===== src/rtl/pipeline_hazard_ctrl.sv =====
// IF/ID and PC sequencing for the 5-stage pipe: load-use stall, taken-branch flush,
// data-memory freeze, saturating stall/redirect counters and a busy watchdog.
module pipeline_hazard_ctrl #(
  parameter int unsigned REG_W       = 5,
  parameter int unsigned CNT_W       = 16,
  parameter int unsigned FLUSH_DEPTH = 2,
  parameter int unsigned TIMEOUT     = 255
) (
  input  logic             clk_i,
  input  logic             rst_i,
  input  logic             idex_memread_i,
  input  logic [REG_W-1:0] idex_rt_i,
  input  logic [REG_W-1:0] ifid_rs_i,
  input  logic [REG_W-1:0] ifid_rt_i,
  input  logic             ifid_uses_rt_i,
  input  logic             branch_taken_i,
  input  logic             dmem_busy_i,
  input  logic             cnt_clr_i,
  output logic             pc_write_o,
  output logic             ifid_write_o,
  output logic             ifid_flush_o,
  output logic             idex_bubble_o,
  output logic             pipe_freeze_o,
  output logic [CNT_W-1:0] stall_cnt_o,
  output logic [CNT_W-1:0] redir_cnt_o,
  output logic             err_timeout_o
);

  typedef enum logic [1:0] {StRun, StLuStall, StFlush} state_e;

  localparam logic [2:0]       FlushInit  = 3'(FLUSH_DEPTH - 1);
  localparam logic [15:0]      TimeoutVal = 16'(TIMEOUT);
  localparam logic [CNT_W-1:0] CntMax     = {CNT_W{1'b1}};

  state_e           state_q, state_d;
  logic [2:0]       fcnt_q, fcnt_d;
  logic [15:0]      bcnt_q, bcnt_d;
  logic [CNT_W-1:0] stall_cnt_q, stall_cnt_d;
  logic [CNT_W-1:0] redir_cnt_q, redir_cnt_d;
  logic             err_q, err_d;
  logic             lu_haz;
  logic             redir_inc;

  assign lu_haz = idex_memread_i & (idex_rt_i != '0) &
                  ((idex_rt_i == ifid_rs_i) | (ifid_uses_rt_i & (idex_rt_i == ifid_rt_i)));

  always_comb begin
    pc_write_o    = 1'b1;
    ifid_write_o  = 1'b1;
    ifid_flush_o  = 1'b0;
    idex_bubble_o = 1'b0;
    pipe_freeze_o = 1'b0;
    state_d       = state_q;
    fcnt_d        = fcnt_q;
    redir_inc     = 1'b0;
    if (dmem_busy_i) begin
      pc_write_o    = 1'b0;
      ifid_write_o  = 1'b0;
      pipe_freeze_o = 1'b1;
    end else begin
      unique case (state_q)
        StRun, StLuStall: begin
          if (branch_taken_i) begin
            ifid_flush_o  = 1'b1;
            idex_bubble_o = 1'b1;
            redir_inc     = 1'b1;
            if (FLUSH_DEPTH > 1) begin
              state_d = StFlush;
              fcnt_d  = FlushInit;
            end else begin
              state_d = StRun;
            end
          end else if (state_q == StRun && lu_haz) begin
            pc_write_o    = 1'b0;
            ifid_write_o  = 1'b0;
            idex_bubble_o = 1'b1;
            state_d       = StLuStall;
          end else begin
            state_d = StRun;
          end
        end
        StFlush: begin
          // Wrong-path branches are squashed here, so branch_taken_i is ignored.
          ifid_flush_o  = 1'b1;
          idex_bubble_o = 1'b1;
          fcnt_d        = fcnt_q - 3'd1;
          if (fcnt_q <= 3'd1) begin
            state_d = StRun;
          end
        end
        default: state_d = StRun;
      endcase
    end
    if (rst_i) begin
      pc_write_o    = 1'b1;
      ifid_write_o  = 1'b1;
      ifid_flush_o  = 1'b0;
      idex_bubble_o = 1'b0;
      pipe_freeze_o = 1'b0;
    end
  end

  always_comb begin
    stall_cnt_d = stall_cnt_q;
    redir_cnt_d = redir_cnt_q;
    bcnt_d      = '0;
    err_d       = err_q;
    if (cnt_clr_i) begin
      stall_cnt_d = '0;
      redir_cnt_d = '0;
    end else begin
      if (!pc_write_o && stall_cnt_q != CntMax) stall_cnt_d = stall_cnt_q + 1'b1;
      if (redir_inc && redir_cnt_q != CntMax) redir_cnt_d = redir_cnt_q + 1'b1;
    end
    if (dmem_busy_i) begin
      bcnt_d = (bcnt_q >= TimeoutVal) ? bcnt_q : bcnt_q + 16'd1;
      // Flag on the edge where the busy run length reaches TIMEOUT.
      if (bcnt_q >= TimeoutVal - 16'd1) err_d = 1'b1;
    end
  end

  always_ff @(posedge clk_i or posedge rst_i) begin
    if (rst_i) begin
      state_q     <= StRun;
      fcnt_q      <= '0;
      bcnt_q      <= '0;
      stall_cnt_q <= '0;
      redir_cnt_q <= '0;
      err_q       <= 1'b0;
    end else begin
      state_q     <= state_d;
      fcnt_q      <= fcnt_d;
      bcnt_q      <= bcnt_d;
      stall_cnt_q <= stall_cnt_d;
      redir_cnt_q <= redir_cnt_d;
      err_q       <= err_d;
    end
  end

  assign stall_cnt_o   = stall_cnt_q;
  assign redir_cnt_o   = redir_cnt_q;
  assign err_timeout_o = err_q;

endmodule


===== config.mk =====
export PLATFORM = sky130hd
export DESIGN_NAME = pipeline_hazard_ctrl
export DESIGN_NICKNAME = d
export VERILOG_FILES = /design/src/rtl/pipeline_hazard_ctrl.sv
export SDC_FILE = /design/constraint.sdc
export NUM_CORES = 1
export LEC_CHECK = 0
export BUFFER_PORTS_ARGS = -buffer_cell sky130_fd_sc_hd__buf_2
export CAP_MARGIN = 20
export CELL_PAD_IN_SITES_DETAIL_PLACEMENT = 1
export CELL_PAD_IN_SITES_GLOBAL_PLACEMENT = 2
export CORE_ASPECT_RATIO = 0.9
export CORE_MARGIN = 3
export CORE_UTILIZATION = 30
export CTS_CLUSTER_DIAMETER = 200
export CTS_CLUSTER_SIZE = 8
export DETAILED_ROUTE_END_ITERATION = 8
export GPL_TIMING_DRIVEN = 0
export PLACE_DENSITY_LB_ADDON = 0.1
export SLEW_MARGIN = 20
export SYNTH_ARGS = -nofsm -noshare
export SYNTH_HDL_FRONTEND = slang
export SYNTH_SLANG_ARGS = --single-unit

===== constraint.sdc =====
create_clock -name clk_i -period 3.45 [get_ports clk_i]
set_input_delay 0.345 -clock clk_i [delete_from_list [all_inputs] [get_ports clk_i]]
set_output_delay 0.345 -clock clk_i [all_outputs]
set_load 0.02 [all_outputs]

==> flow_summary.json, run 1 <==
{
  "h-tree-depth": 2,
  "die_w_um": 109,
  "antenna_found_initial": 0,
  "syn_area_per_cell_um2": 9.79,
  "final_cell_mix": "buf_2 (59), dfrtp_1 (54), nor2_1 (38)",
  "finalSetupTns_ps": 0,
  "p_sw_w": 0.000364,
  "clk_pin_slew_ps": 110,
  "p_seq_frac": 0.509,
  "max-vdd-ir-drop_mv": 0.188,
  "final_antenna_net_count": 0,
  "grt_pass1_wl_um": 12000,
  "worst_setup_path_end_kind": "primary output",
  "root_buffer": "clkbuf_8",
  "cts_resized": 0,
  "dp_hpwl_um": 5070,
  "first_iter_violations": 62,
  "period_minus_slack_ps": 2400,
  "run_status": "finished, final reports clean",
  "p_clk_frac": 0.323,
  "grt_usage": 0.137,
  "p_int_w": 0.000972,
  "cts_buffers": 5,
  "grt_max_degree": 30,
  "post_dp_cell_area_um2": 3330,
  "cts_tree": "yes",
  "vias_per_cell": 4.85,
  "clock-sinks": 54,
  "post_cts_buffers": 0,
  "max_freq_mhz": 417,
  "cts_hold_buf": 0,
  "grt_pass1_vias": 2405,
  "pin_count": 60,
  "critical_path_required_ps": 3110,
  "gp_congestion": 0.742,
  "firstDrtPassIters": 4,
  "pwr-share-comb": 0.168,
  "power_density_nw_per_um2": 389,
  "hold_violations": 0,
  "synth_nets": 320,
  "area_growth_pct": 19.9,
  "dieArea_um2": 10800,
  "placementRows": 33,
  "slew_headroom": 0.688,
  "maxCapViolCount": 0,
  "wirelength_um": 6840,
  "yosysSeqAreaShare": 0.471,
  "cp_data_arrival_time_ps": 2050,
  "rsz0062_at_grt": "false",
  "worstPathMaxFanout": 11,
  "cp-start-kind": "input port",
  "clock_latency_ps": 310,
  "hold_path_class": "in2async",
  "port_buffers": 57,
  "synth_cell_types": 46,
  "antenna_cells": 0,
  "period_share": 0.695,
  "synth_top_flop_cell": "dfrtp_1",
  "synth_edf_count": 0,
  "setup_viol": 0,
  "ys_ff_latch": 54,
  "die-height_um": 98.8,
  "skew_ps": 14.5,
  "wl_per_cell_um": 14.2,
  "synth_area_um2": 2870,
  "power_w": 0.00134,
  "vias": 2331,
  "final_common_cell": "buf_2",
  "ys_warn_count": 0,
  "clk_path_buf_depth": 2,
  "worstMarginPinSlew_ps": 467,
  "final_nets": 385,
  "drc": 0,
  "drv_slew": 0,
  "setup.worst_path.class": "in2out",
  "swShare": 0.272,
  "initial_core_util": 0.311,
  "drive_above_1_share": 0.234,
  "async_flop_share": 1.00,
  "core_um2": 9210,
  "syn_inst": 293,
  "gr-total-overflow": 0,
  "postLayoutCellArea_um2": 3440,
  "p_leak_nw": 1.54
}
worst paths after layout:
kind,start,end,slack [ps],cells past startpoint
setup / recovery,idex_rt_i[2],pc_write_o,1050,7
hold / removal,rst_i,bcnt_q[8]$_DFFE_PP0P_,40,2
setup reg to reg,stall_cnt_o[3]$_DFFE_PP0P_,stall_cnt_o[3]$_DFFE_PP0P_,1280,8
hold reg to reg,err_timeout_o$_DFFE_PP0P_,err_timeout_o$_DFFE_PP0P_,480,1
max in group asynchronous,rst_i,redir_cnt_o[3]$_DFFE_PP0P_,2940,3
min in group clk_i,cnt_clr_i,stall_cnt_o[12]$_DFFE_PP0P_,370,2
state kept, by name, summed over array words and instances (netlist names):
name	cells
state_q	2
fcnt_q	3
bcnt_q	16
redir_cnt_o	16
err_timeout_o	1
stall_cnt_o	16
power groups by stage:
stage                     clock network, W  registers (W)  logic (W)
after floorplan                          0       0.000693   0.000161
after global placement                   0       0.000691   0.000223
after detailed placement                 0       0.000692   0.000229
after CTS                         0.000454       0.000680   0.000231
after global routing              0.000478       0.000685   0.000256
final                             0.000432       0.000680   0.000224
routing by layer:
layer / vias up / wire (µm) / GRT usage
met5: - / 0 / 0
met4: 0 / 48 / 0.0291
met3: 4 / 205 / 0.0249
met2: 24 / 3270 / 0.217
met1: 1161 / 3310 / 0.195
li1: 1142 / - / -
Yosys cell counts, types with 5 or more instances:
library cell	n	share of area
nor3_1	6	0.010
inv_1	8	0.010
ha_1	5	0.022
xnor2_1	32	0.098
dfrtp_1	54	0.47
nand3_1	10	0.017
or3_1	11	0.024
and2_1	14	0.031
nand2_1	22	0.029
nor2_1	38	0.050
nor4_1	8	0.017
o21ai_0	13	0.023
nand4_1	9	0.020
a21oi_1	8	0.014
xor2_1	5	0.015
area by class of cell:
cell class	count	area, µm²
clock buffers	5	68.8
multi-input cells	220	1430
fillers	1077	5770
flip-flops and latches	54	1350
well taps	122	153
inverters	8	32.5
plain buffers	11	58.8
clock inverters	3	40.0
repair buffers	58	305
per-stage QoR:
step | utilization | hold WS, ps | setup WS (ps) | cells
3_5_place_dp | 0.361 | 392 | 1020 | 473
6_report | 0.373 | 35.2 | 1050 | 481
2_1_floorplan | - | 454 | 1410 | 293
4_1_cts | 0.373 | 39.2 | 1020 | 481
5_1_grt | 0.373 | 57.4 | 924 | 481
3_3_place_gp | 0.359 | 446 | 819 | 472
logic make-up after synthesis:
| group | count (synthesis) | share of synthesized area |
|---|---|---|
| buffers and inverters | 19 | 0.0310 |
| AOI/OAI and AO/OA | 40 | 0.105 |
| xor gates and xnor gates | 37 | 0.113 |
| adders and majority gates | 5 | 0.0218 |
| muxes | 2 | 0.00698 |
| DFF | 54 | 0.471 |
| and+or+nand+nor | 136 | 0.251 |
worst max-delay path: stages:
cell     delay, ps
buf_2          120
or3_1          380
o311a_1        370
a31oi_4        330
buf_4          240
buf_4          120
buf_2          150
Note: power is estimated with default switching activity, not from simulation.
==> inputs of run 2 (changes only) <==
clock period = 2.1 ns   (was 3.45 ns; I/O delays follow)
==> flow_summary.json, run 2 (same netlist as run 1, synthesis figures left out) <==
{
  "grt_max_degree": 30,
  "drive_above_1_share": 0.265,
  "hold_depth": 2,
  "max_freq_mhz": 496,
  "final_antenna_net_count": 0,
  "maxCapViolCount": 0,
  "dp_hpwl_um": 5070,
  "clk_path_buf_depth": 2,
  "hold_path_class": "in2reg",
  "placementRows": 33,
  "grt_pass1_vias": 2420,
  "run_status": "finished, final reports clean",
  "busiest_layer": "met2",
  "use_met3": 0.0249,
  "slew_headroom": 0.683,
  "die_w_um": 109,
  "wirelength_um": 7040,
  "initial_core_util": 0.311,
  "die-height_um": 98.8,
  "postLayoutCoreUtil": 0.386,
  "dieArea_um2": 10800,
  "setup_slack_ps": 84.5,
  "cp_data_arrival_time_ps": 2220,
  "use_met1": 0.197,
  "rsz0062_at_grt": "true",
  "grt_usage": 0.138,
  "core_um2": 9210,
  "period_share": 0.960,
  "power_density_nw_per_um2": 625,
  "firstDrtPassIters": 4,
  "p_leak_nw": 1.59,
  "gr-total-overflow": 0,
  "setup.worst_path.class": "in2reg",
  "use_met2": 0.219,
  "worst_setup_path_end_kind": "flip-flop",
  "worstMarginPinSlew_ps": 475,
  "rr_worst_depth": 6,
  "final_nets": 392,
  "area_growth_pct": 23.8,
  "drv_slew": 0,
  "clock_latency_ps": 310,
  "worstPathMaxFanout": 6,
  "critical_path_required_ps": 2300,
  "setup_viol": 0,
  "drc": 0,
  "clock-sinks": 54,
  "period_minus_slack_ps": 2020,
  "port_buffers": 57,
  "dp_slack_ps": -60.2,
  "antenna_cells": 0,
  "h-tree-depth": 2,
  "hold_violations": 0,
  "cts_tree": "yes",
  "cts_buffers": 5,
  "first_iter_violations": 58,
  "vias_per_cell": 4.87,
  "root_buffer": "clkbuf_8",
  "wl_per_cell_um": 14.4,
  "final_cell_mix": "buf_2 (59), dfrtp_1 (53), nor2_1 (36)",
  "grt_pass1_wl_um": 12100,
  "clk_pin_slew_ps": 100,
  "pin_count": 60,
  "max-vdd-ir-drop_mv": 0.312,
  "skew_ps": 12.9,
  "final_common_cell": "buf_2",
  "vias": 2377,
  "gp_congestion": 0.742,
  "cp-start-kind": "input port",
  "antenna_found_initial": 0
}
-- run 2: per-stage QoR --
step                hold slack, ps  cells  cell area [µm²]  power (W)  TNS [ps]
floorplan                      454    293             2870    0.00140         0
global placement               446    472             3310    0.00150    -21670
detailed placement             257    473             3330    0.00151      -530
CTS                            236    484             3480    0.00226         0
global route                   263    488             3550    0.00235     -59.9
finish                         230    488             3550    0.00222         0
-- run 2: area by class of cell --
type	instances	area, µm²
Buffer	11	62.6
Clock buffer	5	68.8
Clock inverter	3	40.0
Fill cell	1070	5660
Inverter	8	32.5
Multi-Input combinational cell	220	1480
Sequential cell	54	1350
Tap cell	122	153
Timing Repair Buffer	65	360
-- run 2: critical path, stage by stage --
cell	delay (ps)
dlygate4sd3_1	540
buf_2	160
nor3_1	260
a31oi_4	200
nor4_2	480
a21oi_1	140
a31o_2	230
-- run 2: path summary, 6_finish.rpt --
kind                                      startpoint                           to  slack [ps]
setup / recovery                               rst_i  stall_cnt_o[15]$_DFFE_PP0P_          80
hold reg to reg            err_timeout_o$_DFFE_PP0P_    err_timeout_o$_DFFE_PP0P_         480
max in group asynchronous                      rst_i   redir_cnt_o[3]$_DFFE_PP0P_        1160
min in group asynchronous                      rst_i        bcnt_q[8]$_DFFE_PP0P_         460
setup reg to reg              state_q[1]$_DFFE_PP0P_  stall_cnt_o[15]$_DFFE_PP0P_         110
hold / removal                             cnt_clr_i  stall_cnt_o[12]$_DFFE_PP0P_         230
-- run 2: repair_timing --
action,in CTS,in global routing
buffers inserted,2,4
hold endpoints to repair,25,0
setup endpoints to repair,19,18
pin swaps,1,3
hold buffers,1,0
gates resized for setup,3,8
-- run 2: per-layer routing --
layer / up-vias / wire length [µm]
li1: 1157 / -
met1: 1192 / 3420
met2: 24 / 3370
met3: 4 / 208
met4: 0 / 48
met5: - / 0
-- run 2: power breakdown --
group	switching (W)	leakage (nW)	total, W	internal, W
clock	0.000364	0.0579	0.000716	0.000352
combinational	0.000209	0.789	0.000385	0.000176
sequential	0.0000354	0.742	0.00112	0.00108
total	0.000608	1.59	0.00222	0.00161
